`src/rtl/alu_pkg.sv`:
```
// ---------------------------------------------------------------------------
// alu_pkg
// Shared definitions for the ALU sequencer and its condition evaluator:
//   - default widths and the idle op code
//   - ALU op codes 0-23 (ops that take a repeat count: 4-7 and 16-23)
//   - bit positions inside the {V,Z,C,N} check/flag vector
//   - ARM condition codes
//   - sequencer FSM state encoding
// ---------------------------------------------------------------------------
package alu_pkg;

  localparam int DATA_W_DEF = 32;
  localparam int OP_W_DEF   = 6;
  localparam int CNT_W_DEF  = 5;

  // Op code the ALU sees when nothing is in flight; the ALU answers it with
  // result 0 and checks 4'b0100.
  localparam int unsigned ALU_IDLE_OP = 63;

  localparam int unsigned OP_ADD   = 0;
  localparam int unsigned OP_SUB   = 1;
  localparam int unsigned OP_AND   = 2;
  localparam int unsigned OP_OR    = 3;
  localparam int unsigned OP_INC_A = 4;
  localparam int unsigned OP_INC_B = 5;
  localparam int unsigned OP_DEC_A = 6;
  localparam int unsigned OP_DEC_B = 7;
  localparam int unsigned OP_XOR   = 8;
  localparam int unsigned OP_NOT_A = 9;
  localparam int unsigned OP_NOT_B = 10;
  localparam int unsigned OP_PASS_A = 11;
  localparam int unsigned OP_PASS_B = 12;
  localparam int unsigned OP_NEG_A = 13;
  localparam int unsigned OP_NEG_B = 14;
  localparam int unsigned OP_CMP   = 15;
  localparam int unsigned OP_SHL_A = 16;
  localparam int unsigned OP_SHL_B = 17;
  localparam int unsigned OP_SHR_A = 18;
  localparam int unsigned OP_SHR_B = 19;
  localparam int unsigned OP_ROL_A = 20;
  localparam int unsigned OP_ROL_B = 21;
  localparam int unsigned OP_ROR_A = 22;
  localparam int unsigned OP_ROR_B = 23;

  localparam int FLAG_V = 3;
  localparam int FLAG_Z = 2;
  localparam int FLAG_C = 1;
  localparam int FLAG_N = 0;

  localparam logic [3:0] COND_EQ = 4'h0;
  localparam logic [3:0] COND_NE = 4'h1;
  localparam logic [3:0] COND_CS = 4'h2;
  localparam logic [3:0] COND_CC = 4'h3;
  localparam logic [3:0] COND_MI = 4'h4;
  localparam logic [3:0] COND_PL = 4'h5;
  localparam logic [3:0] COND_VS = 4'h6;
  localparam logic [3:0] COND_VC = 4'h7;
  localparam logic [3:0] COND_HI = 4'h8;
  localparam logic [3:0] COND_LS = 4'h9;
  localparam logic [3:0] COND_GE = 4'hA;
  localparam logic [3:0] COND_LT = 4'hB;
  localparam logic [3:0] COND_GT = 4'hC;
  localparam logic [3:0] COND_LE = 4'hD;
  localparam logic [3:0] COND_AL = 4'hE;
  localparam logic [3:0] COND_NV = 4'hF;

  typedef enum logic [1:0] {
    ST_IDLE  = 2'd0,
    ST_ISSUE = 2'd1,
    ST_WAIT  = 2'd2,
    ST_RESP  = 2'd3
  } seq_state_e;

  // Inc/dec and the shift/rotate family are 1-step ALU ops that the
  // sequencer repeats to build multi-step versions.
  function automatic logic is_repeat_op(input int unsigned op);
    return ((op >= OP_INC_A) && (op <= OP_DEC_B)) ||
           ((op >= OP_SHL_A) && (op <= OP_ROR_B));
  endfunction

endpackage

```
`src/rtl/alu_cond_eval.sv`:
```
// ---------------------------------------------------------------------------
// alu_cond_eval
// Combinational ARM condition-code evaluation against a {V,Z,C,N} vector.
// Ports:
//   cond  in  4  condition code (EQ..AL, 4'b1111 = never)
//   flags in  4  {V,Z,C,N}
//   true  out 1  condition satisfied
// ---------------------------------------------------------------------------
module alu_cond_eval
  import alu_pkg::*;
(
  input  logic [3:0] cond,
  input  logic [3:0] flags,
  output logic       true
);

  logic w_v, w_z, w_c, w_n;

  assign w_v = flags[FLAG_V];
  assign w_z = flags[FLAG_Z];
  assign w_c = flags[FLAG_C];
  assign w_n = flags[FLAG_N];

  always_comb begin
    true = 1'b0;
    case (cond)
      COND_EQ: true = w_z;
      COND_NE: true = ~w_z;
      COND_CS: true = w_c;
      COND_CC: true = ~w_c;
      COND_MI: true = w_n;
      COND_PL: true = ~w_n;
      COND_VS: true = w_v;
      COND_VC: true = ~w_v;
      COND_HI: true = w_c & ~w_z;
      COND_LS: true = ~w_c | w_z;
      COND_GE: true = (w_n == w_v);
      COND_LT: true = (w_n != w_v);
      COND_GT: true = ~w_z & (w_n == w_v);
      COND_LE: true = w_z | (w_n != w_v);
      COND_AL: true = 1'b1;
      default: true = 1'b0;
    endcase
  end

endmodule

```
`src/rtl/alu_op_sequencer.sv`:
```
// ---------------------------------------------------------------------------
// alu_op_sequencer
// Initiator side of the registered-ALU interface. Takes one operation
// request at a time, drives the ALU op select and operands, captures the
// result and checks one cycle after each issue, repeats 1-step ops with the
// result fed back, keeps the architectural NZCV register and evaluates the
// requested condition against the response flags.
//
// Ports:
//   alu_clk, alu_rst                 clock, synchronous active-high reset
//   req_valid/req_ready              request handshake
//   req_op/a/b/cnt/setf/cond         request payload
//   alu_ctrl, alu_op_a, alu_op_b     to the ALU (registered)
//   alu_rslt, alu_checks             from the ALU, 1 cycle after issue
//   rsp_valid/rsp_ready              response handshake
//   rsp_rslt, rsp_flags, rsp_cond_true  response payload, held until taken
//   flags_q                          architectural flags {V,Z,C,N}
//
// state    | meaning
// ---------+---------------------------------------------------------------
// ST_IDLE  | ALU parked on the idle op, req_ready high
// ST_ISSUE | operands stable; ALU samples them at the end of this cycle
// ST_WAIT  | ALU output valid; captured at the end of this cycle
// ST_RESP  | response presented, waiting for rsp_ready
// ---------------------------------------------------------------------------
module alu_op_sequencer
  import alu_pkg::*;
#(
  parameter int          DATA_W  = DATA_W_DEF,
  parameter int          OP_W    = OP_W_DEF,
  parameter int          CNT_W   = CNT_W_DEF,
  parameter int unsigned IDLE_OP = ALU_IDLE_OP
) (
  input  logic              alu_clk,
  input  logic              alu_rst,
  input  logic              req_valid,
  output logic              req_ready,
  input  logic [OP_W-1:0]   req_op,
  input  logic [DATA_W-1:0] req_a,
  input  logic [DATA_W-1:0] req_b,
  input  logic [CNT_W-1:0]  req_cnt,
  input  logic              req_setf,
  input  logic [3:0]        req_cond,
  output logic [OP_W-1:0]   alu_ctrl,
  output logic [DATA_W-1:0] alu_op_a,
  output logic [DATA_W-1:0] alu_op_b,
  input  logic [DATA_W-1:0] alu_rslt,
  input  logic [3:0]        alu_checks,
  output logic              rsp_valid,
  input  logic              rsp_ready,
  output logic [DATA_W-1:0] rsp_rslt,
  output logic [3:0]        rsp_flags,
  output logic              rsp_cond_true,
  output logic [3:0]        flags_q
);

  localparam logic [OP_W-1:0]  IDLE_CTRL = OP_W'(IDLE_OP);
  localparam logic [CNT_W-1:0] CNT_ONE   = CNT_W'(1);

  seq_state_e        r_state, w_state_nxt;
  logic [OP_W-1:0]   r_ctrl, w_ctrl_nxt;
  logic [DATA_W-1:0] r_op_a, w_op_a_nxt;
  logic [DATA_W-1:0] r_op_b, w_op_b_nxt;
  logic [CNT_W-1:0]  r_passes, w_passes_nxt;
  logic              r_setf, w_setf_nxt;
  logic [3:0]        r_cond, w_cond_nxt;
  logic [3:0]        r_flags, w_flags_nxt;
  logic [DATA_W-1:0] r_rsp_rslt, w_rsp_rslt_nxt;
  logic [3:0]        r_rsp_flags, w_rsp_flags_nxt;
  logic              r_rsp_true, w_rsp_true_nxt;

  logic              w_accept;
  logic [CNT_W-1:0]  w_passes_init;
  logic [3:0]        w_final_flags;
  logic              w_final_true;

  assign req_ready = (r_state == ST_IDLE) && !alu_rst;
  assign w_accept  = req_valid && req_ready;

  // A repeat count of 0 still runs the op once.
  assign w_passes_init = is_repeat_op(32'(req_op))
                       ? ((req_cnt == '0) ? CNT_ONE : req_cnt)
                       : CNT_ONE;

  // Flags reported with the response: fresh checks when the op writes the
  // flag register, otherwise the register as it stands.
  assign w_final_flags = r_setf ? alu_checks : r_flags;

  alu_cond_eval u_cond_eval (
    .cond  (r_cond),
    .flags (w_final_flags),
    .true  (w_final_true)
  );

  always_comb begin
    w_state_nxt     = r_state;
    w_ctrl_nxt      = r_ctrl;
    w_op_a_nxt      = r_op_a;
    w_op_b_nxt      = r_op_b;
    w_passes_nxt    = r_passes;
    w_setf_nxt      = r_setf;
    w_cond_nxt      = r_cond;
    w_flags_nxt     = r_flags;
    w_rsp_rslt_nxt  = r_rsp_rslt;
    w_rsp_flags_nxt = r_rsp_flags;
    w_rsp_true_nxt  = r_rsp_true;

    case (r_state)
      ST_IDLE: begin
        if (w_accept) begin
          w_ctrl_nxt   = req_op;
          w_op_a_nxt   = req_a;
          w_op_b_nxt   = req_b;
          w_setf_nxt   = req_setf;
          w_cond_nxt   = req_cond;
          w_passes_nxt = w_passes_init;
          w_state_nxt  = ST_ISSUE;
        end
      end

      ST_ISSUE: begin
        w_state_nxt = ST_WAIT;
      end

      ST_WAIT: begin
        if (r_passes > CNT_ONE) begin
          w_passes_nxt = r_passes - CNT_ONE;
          // Even op codes are the "_A" variants and odd the "_B" variants,
          // so bit 0 picks which operand carries the running value.
          if (r_ctrl[0]) begin
            w_op_b_nxt = alu_rslt;
          end else begin
            w_op_a_nxt = alu_rslt;
          end
          w_state_nxt = ST_ISSUE;
        end else begin
          w_rsp_rslt_nxt  = alu_rslt;
          w_rsp_flags_nxt = w_final_flags;
          w_rsp_true_nxt  = w_final_true;
          if (r_setf) begin
            w_flags_nxt = alu_checks;
          end
          w_state_nxt = ST_RESP;
        end
      end

      ST_RESP: begin
        if (rsp_ready) begin
          w_ctrl_nxt  = IDLE_CTRL;
          w_state_nxt = ST_IDLE;
        end
      end

      default: begin
        w_ctrl_nxt  = IDLE_CTRL;
        w_state_nxt = ST_IDLE;
      end
    endcase
  end

  always_ff @(posedge alu_clk) begin
    if (alu_rst) begin
      r_state     <= ST_IDLE;
      r_ctrl      <= IDLE_CTRL;
      r_op_a      <= '0;
      r_op_b      <= '0;
      r_passes    <= CNT_ONE;
      r_setf      <= 1'b0;
      r_cond      <= '0;
      r_flags     <= '0;
      r_rsp_rslt  <= '0;
      r_rsp_flags <= '0;
      r_rsp_true  <= 1'b0;
    end else begin
      r_state     <= w_state_nxt;
      r_ctrl      <= w_ctrl_nxt;
      r_op_a      <= w_op_a_nxt;
      r_op_b      <= w_op_b_nxt;
      r_passes    <= w_passes_nxt;
      r_setf      <= w_setf_nxt;
      r_cond      <= w_cond_nxt;
      r_flags     <= w_flags_nxt;
      r_rsp_rslt  <= w_rsp_rslt_nxt;
      r_rsp_flags <= w_rsp_flags_nxt;
      r_rsp_true  <= w_rsp_true_nxt;
    end
  end

  assign alu_ctrl      = r_ctrl;
  assign alu_op_a      = r_op_a;
  assign alu_op_b      = r_op_b;
  assign rsp_valid     = (r_state == ST_RESP);
  assign rsp_rslt      = r_rsp_rslt;
  assign rsp_flags     = r_rsp_flags;
  assign rsp_cond_true = r_rsp_true;
  assign flags_q       = r_flags;

endmodule
```
`config.mk`:
```
export PLATFORM = sky130hd
export DESIGN_NAME = alu_op_sequencer
export DESIGN_NICKNAME = d
export VERILOG_FILES = /design/src/rtl/alu_pkg.sv /design/src/rtl/alu_cond_eval.sv /design/src/rtl/alu_op_sequencer.sv
export SDC_FILE = /design/constraint.sdc
export NUM_CORES = 1
export LEC_CHECK = 0
export ABC_AREA = 1
export CORE_MARGIN = 5
export CORE_UTILIZATION = 38
export DETAILED_ROUTE_END_ITERATION = 10
export PLACE_DENSITY = 0.84
export SLEW_MARGIN = 10
export SYNTH_ARGS = -nofsm -noshare
export SYNTH_HDL_FRONTEND = slang
export SYNTH_SLANG_ARGS = --single-unit
```
`constraint.sdc`:
```
create_clock -name alu_clk -period 2.4 [get_ports alu_clk]
set_input_delay 0.24 -clock alu_clk [delete_from_list [all_inputs] [get_ports alu_clk]]
set_output_delay 0.24 -clock alu_clk [all_outputs]
set_load 0.005 [all_outputs]
```
==> results.sh, run 1 <==
export IMPL_grt_usage=0.211
export IMPL_die_w_microns=129
export IMPL_grt_max_degree=45
export IMPL_peakVddDrop_mv=0.873
export IMPL_cts_resized=0
export IMPL_area_growth_pct=56.4
export IMPL_status="completed"
export IMPL_nNetsFinal=1128
export IMPL_grt_first_pass_wirelength_microns=27800
export IMPL_drc_errors=0
export IMPL_stdcell_count=1198
export IMPL_ioPinCount=233
export IMPL_start_util=0.386
export IMPL_cts_inserted_buffers=17
export IMPL_finalHoldViolations=0
export IMPL_wl_per_cell_microns=14.9
export IMPL_yosys_area_top_type="dfxtp_1"
export IMPL_clkTransAtPathRegs_ns=0.05
export IMPL_holdCritStartpoint="alu_rst"
export IMPL_dr_first_iter_drc_count=389
export IMPL_cts_tree="yes"
export IMPL_critPathLaunchType="flip-flop"
export IMPL_synth_edff_count=0
export IMPL_max_slew_margin=0.521
export IMPL_ys_seq_area_frac=0.444
export IMPL_rsz0062_at_grt="false"
export IMPL_wl_microns=17900
export IMPL_max_stage_delay_ns=0.45
export IMPL_synth_seq_cells=119
export IMPL_diodes=0
export IMPL_die_area_sq_mm=0.0166
export IMPL_reg2regPathDepth=9
export IMPL_crit_type="reg2reg"
export IMPL_synth_avg_cell_area_sq_um=6.79
export IMPL_synth_async_sr_flop_share=0
export IMPL_nFillCells=1256
export IMPL_cp_cell_sequence="nand2_2, nor3_2, nand2_2, nand3_4, inv_4, o21ai_4, buf_12, o21ai_1, a21oi_1"
export IMPL_skew_ns=0.00570
export IMPL_finalSetupViolCount=0
export IMPL_yosysTopAreaCellShare=0.444
export IMPL_fp_dieH_microns=129
export IMPL_hold_depth=4
export IMPL_gp_congestion=0.877
export IMPL_via_per_inst=4.89
export IMPL_tightest_slew_ns=0.716
export IMPL_cts_sinks=119
export IMPL_p_comb_frac=0.430
export IMPL_powerDensity_mw_per_mm2=1190
export IMPL_clk_latency_ns=0.41
export IMPL_critPathTopFamily="simple AND/OR/NAND/NOR gates"
export IMPL_io_buffers=232
export IMPL_netlist_top_cells_area="dfxtp_1, nand2_1, a21oi_1, nor2_1, o21ai_0"
export IMPL_slowest_stage="dfxtp_1"
export IMPL_pwr_share_seq=0.309
export IMPL_p_clk_frac=0.262
export IMPL_cts_path_max_buffers=2
export IMPL_grt_pass1_vias=5596
export IMPL_finalSetupTns_ns=0
export IMPL_finalMaxSlewViolations=0
export IMPL_rows=43
export IMPL_p_leak_nw=3.58
export IMPL_yosys_warnings=0
export IMPL_dp_hpwl_microns=12700
export IMPL_internal_power_mw=6.50
export IMPL_r2r_start="r_state[1]"
export IMPL_period_minus_slack_ns=2.02
export IMPL_syn_num_nets=912
export IMPL_synth_cell_types=30
export IMPL_syn_inst=790
export IMPL_htreeDepth=4
export IMPL_cp_depth=9
export IMPL_critPathRequiredTime_ns=2.73
export IMPL_cts_setup_buffers=0
export IMPL_p_sw_mw=3.51
export IMPL_arrival_ns=2.35
export IMPL_first_pass_iters=5
export IMPL_swShare=0.351
export IMPL_worstPathMaxFanout=38
export IMPL_power_mw=10.0
export IMPL_fp_coreArea_sq_mm=0.0139
export IMPL_root_buffer="clkbuf_16"
export IMPL_post_place_cells=1167
export IMPL_overflow=0
export IMPL_vias=5853
export IMPL_worst_slack_ns=0.384
export IMPL_crit_path_end_kind="flip-flop"
export IMPL_min_to="r_cond[3]"
export IMPL_drv_cap=0
export IMPL_ant_nets=0
export IMPL_post_route_period_util=0.840
export IMPL_synth_ff_type="dfxtp_1"
export IMPL_min_path_type="in2reg"
export IMPL_crit_top_cell="nand2_2"
export IMPL_pre_cts_ws_ns=0.390
export IMPL_ctsHoldBuffers=0
export IMPL_r2r_setup_slack_ns=0.38
export IMPL_rr_endpoint="alu_op_b[15]"
export IMPL_timing_fmax_mhz=496
export IMPL_netlist_area_sq_mm=0.00536
export IMPL_grt_antenna_before_repair=0
export IMPL_critPathBufInv=2
export IMPL_hold_slack_ns=0.176
export IMPL_layout_drive_gt1_share=0.0589
-- power by group through the flow --
stage	registers, mW	clock network, mW	logic (mW)
floorplan	3.15	0	2.23
CTS	3.09	2.66	4.34
global placement	3.11	0	4.23
finish	3.09	2.62	4.30
global route	3.19	2.77	4.76
detailed placement	3.12	0	4.31
-- state kept, by name, indices dropped and copies added, names as in the netlist --
name           flops
alu_op_a          32
alu_op_b          32
rsp_rslt          32
alu_ctrl           6
r_passes           5
r_cond             4
rsp_flags          4
r_state            2
r_setf             1
rsp_cond_true      1
-- how the worst max path moves through the flow --
stage,startpoint,end,slack [ns]
2_1_floorplan,r_state[0],alu_op_b[10],0.88
3_3_place_gp,r_state[0],alu_op_b[26],0.46
3_5_place_dp,req_valid,alu_op_b[31],0.39
4_1_cts,r_state[1],alu_op_a[6],0.36
5_1_grt,r_state[1],alu_op_a[6],0.15
6_report,r_state[1],alu_op_b[15],0.38
-- placed cells by master, fill, tap and decap left out, drive strengths merged --
master	n
nor2	80
o22ai	6
ha	2
inv	61
xor2	2
nor3	4
o211ai	1
o41ai	1
nand2	253
a31oi	2
clkbuf	22
mux2i	1
clkdlybuf4s50	231
a21oi	75
o21ai	82
dfxtp	119
clkinv	5
nand3	49
a211oi	2
clkinvlp	1
bufinv	3
buf	16
-- routing by layer --
| layer | global-route usage | vias up | part of all wire |
|---|---|---|---|
| met5 | 0 | - | 0 |
| met4 | 0.0908 | 0 | 0.026 |
| met3 | 0.0548 | 36 | 0.072 |
| met2 | 0.338 | 215 | 0.47 |
| met1 | 0.269 | 2646 | 0.44 |
| li1 | - | 2956 | - |
-- cell families after synthesis --
group / count (synthesis) / share of synthesized area
xor gates and xnor gates: 2 / 0.00327
muxes: 1 / 0.00187
buffers and inverters: 111 / 0.0926
adders and majority gates: 2 / 0.00466
AOI/OAI and AO/OA: 169 / 0.164
DFF: 119 / 0.444
and+or+nand+nor: 386 / 0.290
-- area by class of cell --
class,instances,area [sq um],area share
clock buffer,22,484,0.0577
inverter,61,231,0.0276
sequential,119,2380,0.284
multi-input combinational,560,2490,0.297
clock inverter,9,123,0.0146
timing repair buffer,247,2450,0.293
tap,180,225,0.0268
-- stage by stage --
step | utilization | area (sq um)
finish | 0.604 | 8390
global route | 0.604 | 8390
CTS | 0.604 | 8390
detailed placement | 0.561 | 7780
global placement | 0.561 | 7780
floorplan | - | 5360
-- cells in the mapped netlist (3+ instances only) --
library cell	instances
nand2_1	249
dfxtp_1	119
nor2_1	80
a21oi_1	75
inv_1	57
o21ai_0	51
nand3_1	48
o21ai_1	30
clkbuf_1	21
buf_2	13
buf_4	10
o22ai_1	6
nand2_2	4
buf_6	3
inv_2	3
-- worst register-to-register path, stage by stage (launching register included) --
cell	delay [ns]
dfxtp_1	0.45
nand2_2	0.19
nor3_2	0.15
nand2_2	0.11
nand3_4	0.14
inv_4	0.09
o21ai_4	0.27
buf_12	0.28
o21ai_1	0.11
a21oi_1	0.15
No activity file was read; power rests on OpenSTA's default activity.
==> inputs of run 2 (changes only) <==
--- a/config.mk
+++ b/config.mk
@@ -9,7 +9,7 @@
 export CORE_MARGIN = 5
 export CORE_UTILIZATION = 38
 export DETAILED_ROUTE_END_ITERATION = 10
-export PLACE_DENSITY = 0.84
+export PLACE_DENSITY = 0.87
 export SLEW_MARGIN = 10
 export SYNTH_ARGS = -nofsm -noshare
 export SYNTH_HDL_FRONTEND = slang
==> constraint.sdc (replaced) <==
create_clock -name alu_clk -period 1.7 [get_ports alu_clk]
set_input_delay 0.17 -clock alu_clk [delete_from_list [all_inputs] [get_ports alu_clk]]
set_output_delay 0.17 -clock alu_clk [all_outputs]
set_load 0.005 [all_outputs]
==> results.sh, run 2 (synthesized netlist as in run 1, its figures left out) <==
export IMPL_p_leak_nw=3.75
export IMPL_grt_max_degree=46
export IMPL_critPathLaunchType="flip-flop"
export IMPL_arrival_ns=1.96
export IMPL_overflow=0
export IMPL_grt_usage=0.213
export IMPL_timing_fmax_mhz=618
export IMPL_fin_util=0.629
export IMPL_worst_slack_ns=0.0823
export IMPL_fp_coreArea_sq_mm=0.0139
export IMPL_nFillCells=1213
export IMPL_cts_tree="yes"
export IMPL_die_area_sq_mm=0.0166
export IMPL_cp_startpoint="r_state[0]"
export IMPL_cts_sinks=119
export IMPL_slowest_stage="dfxtp_4"
export IMPL_cp_depth=10
export IMPL_worstPathMaxFanout=7
export IMPL_finalSetupViolCount=0
export IMPL_max_slew_margin=0.650
export IMPL_wl_microns=18900
export IMPL_cts_setup_buffers=0
export IMPL_dr_first_iter_drc_count=327
export IMPL_cts_inserted_buffers=17
export IMPL_cp_cell_sequence="inv_6, nand2_8, nor3_4, nand2_2, nand3_4, inv_4, o21ai_4, clkbuf_16, o21ai_1, a21oi_1"
export IMPL_final_cell_mix="nand2_1, clkdlybuf4s50_1, dfxtp_1, nor2_1, a21oi_1"
export IMPL_powerDensity_mw_per_mm2=1770
export IMPL_via_per_inst=4.99
export IMPL_rows=43
export IMPL_ctsHoldBuffers=0
export IMPL_rsz0062_at_grt="true"
export IMPL_holdCritStartpoint="alu_rst"
export IMPL_critPathBufInv=3
export IMPL_diodes=0
export IMPL_critPathRequiredTime_ns=2.04
export IMPL_grt_antenna_before_repair=0
export IMPL_finalHoldViolations=0
export IMPL_clkTransAtPathRegs_ns=0.06
export IMPL_skew_ns=0.00855
export IMPL_mostFrequentLayoutCell="nand2_1"
export IMPL_crit_type="reg2reg"
export IMPL_grt_first_pass_wirelength_microns=28000
export IMPL_critPathTopFamily="simple AND/OR/NAND/NOR gates"
export IMPL_max_stage_delay_ns=0.37
export IMPL_finalMaxSlewViolations=0
export IMPL_fp_dieH_microns=129
export IMPL_area_growth_pct=62.9
export IMPL_clk_latency_ns=0.41
export IMPL_dp_hpwl_microns=13100
export IMPL_min_path_type="in2reg"
export IMPL_hold_depth=4
export IMPL_crit_path_end_kind="flip-flop"
export IMPL_io_buffers=232
export IMPL_vias=6046
export IMPL_die_w_microns=129
export IMPL_tightest_slew_ns=0.523
export IMPL_htreeDepth=4
export IMPL_drv_cap=0
export IMPL_cts_path_max_buffers=2
export IMPL_period_minus_slack_ns=1.62
export IMPL_r2r_start="r_state[0]"
export IMPL_first_pass_iters=5
export IMPL_root_buffer="clkbuf_16"
export IMPL_reg2regPathDepth=10
export IMPL_peakVddDrop_mv=0.770
export IMPL_layout_drive_gt1_share=0.0872
export IMPL_start_util=0.386
export IMPL_pre_cts_ws_ns=0.0607
export IMPL_ioPinCount=233
export IMPL_ant_nets=0
export IMPL_wl_per_cell_microns=15.6
export IMPL_status="completed"
export IMPL_grt_pass1_vias=5688
export IMPL_gp_congestion=0.889
export IMPL_drc_errors=0
export IMPL_post_route_period_util=0.952
export IMPL_nNetsFinal=1141
==> run 2: cell count changes in the layout (fill, tap and decap cells not counted), sizes merged <==
cell and delta:
clkdlybuf4s50 -2, clkinv -3, buf +8, dlygate4sd2 +1
bufinv +2, clkbuf +7, dlymetal6s2s +1
==> run 2: final timing paths <==
path	endpoint	slack, ns
hold reg to reg	alu_op_b[31]	0.44
hold / removal	r_cond[3]	0.14
setup reg to reg	alu_op_b[22]	0.08
setup / recovery	alu_op_b[22]	0.08
==> run 2: power breakdown <==
group          total (mW)  leakage, nW  switching [mW]  internal [mW]
sequential           4.42        0.977           0.610           3.81
clock                3.98        0.314            1.26           2.71
combinational        7.04         2.46            3.48           3.56
total                15.4         3.75            5.35           10.1
==> run 2: timing repair <==
action                     4_1_cts  5_1_grt
cloned                           0        5
setup endpoints to repair        2       13
gates resized for setup          3       30
pin swaps                        1        1
==> run 2: worst register-to-register path: stages (launching register included) <==
cell       delay, ns
dfxtp_4         0.37
inv_6           0.09
nand2_8         0.07
nor3_4          0.11
nand2_2         0.12
nand3_4         0.11
inv_4           0.05
o21ai_4         0.20
clkbuf_16       0.26
o21ai_1         0.06
a21oi_1         0.13
==> run 2: through the flow <==
step,power [mW],area (sq um),setup TNS [ns],instances,hold slack [ns]
after floorplan,7.59,5360,0,790,0.307
after global placement,10.7,7870,0,1175,0.431
after detailed placement,10.8,7870,0,1175,0.435
after CTS,14.8,8520,0,1207,0.123
after global routing,16.4,8740,-0.153,1212,0.135
final,15.4,8740,0,1212,0.139
==> run 2: cell type report <==
type / count / area, sq um / area share
flip-flops and latches: 119 / 2390 / 0.274
inverters: 61 / 236 / 0.0271
well taps: 180 / 225 / 0.0258
clock inverters: 8 / 168 / 0.0192
repair buffers: 260 / 2670 / 0.305
clock buffers: 24 / 482 / 0.0551
multi-input cells: 560 / 2570 / 0.294
==> run 2: per-layer routing <==
metal,part of all wire,track usage,wire (microns),vias up
met4,0.019,0.0815,358,0
met5,0,0,0,-
met2,0.48,0.353,9070,230
met1,0.43,0.264,8050,2787
met3,0.075,0.0556,1410,33
li1,-,-,-,2996
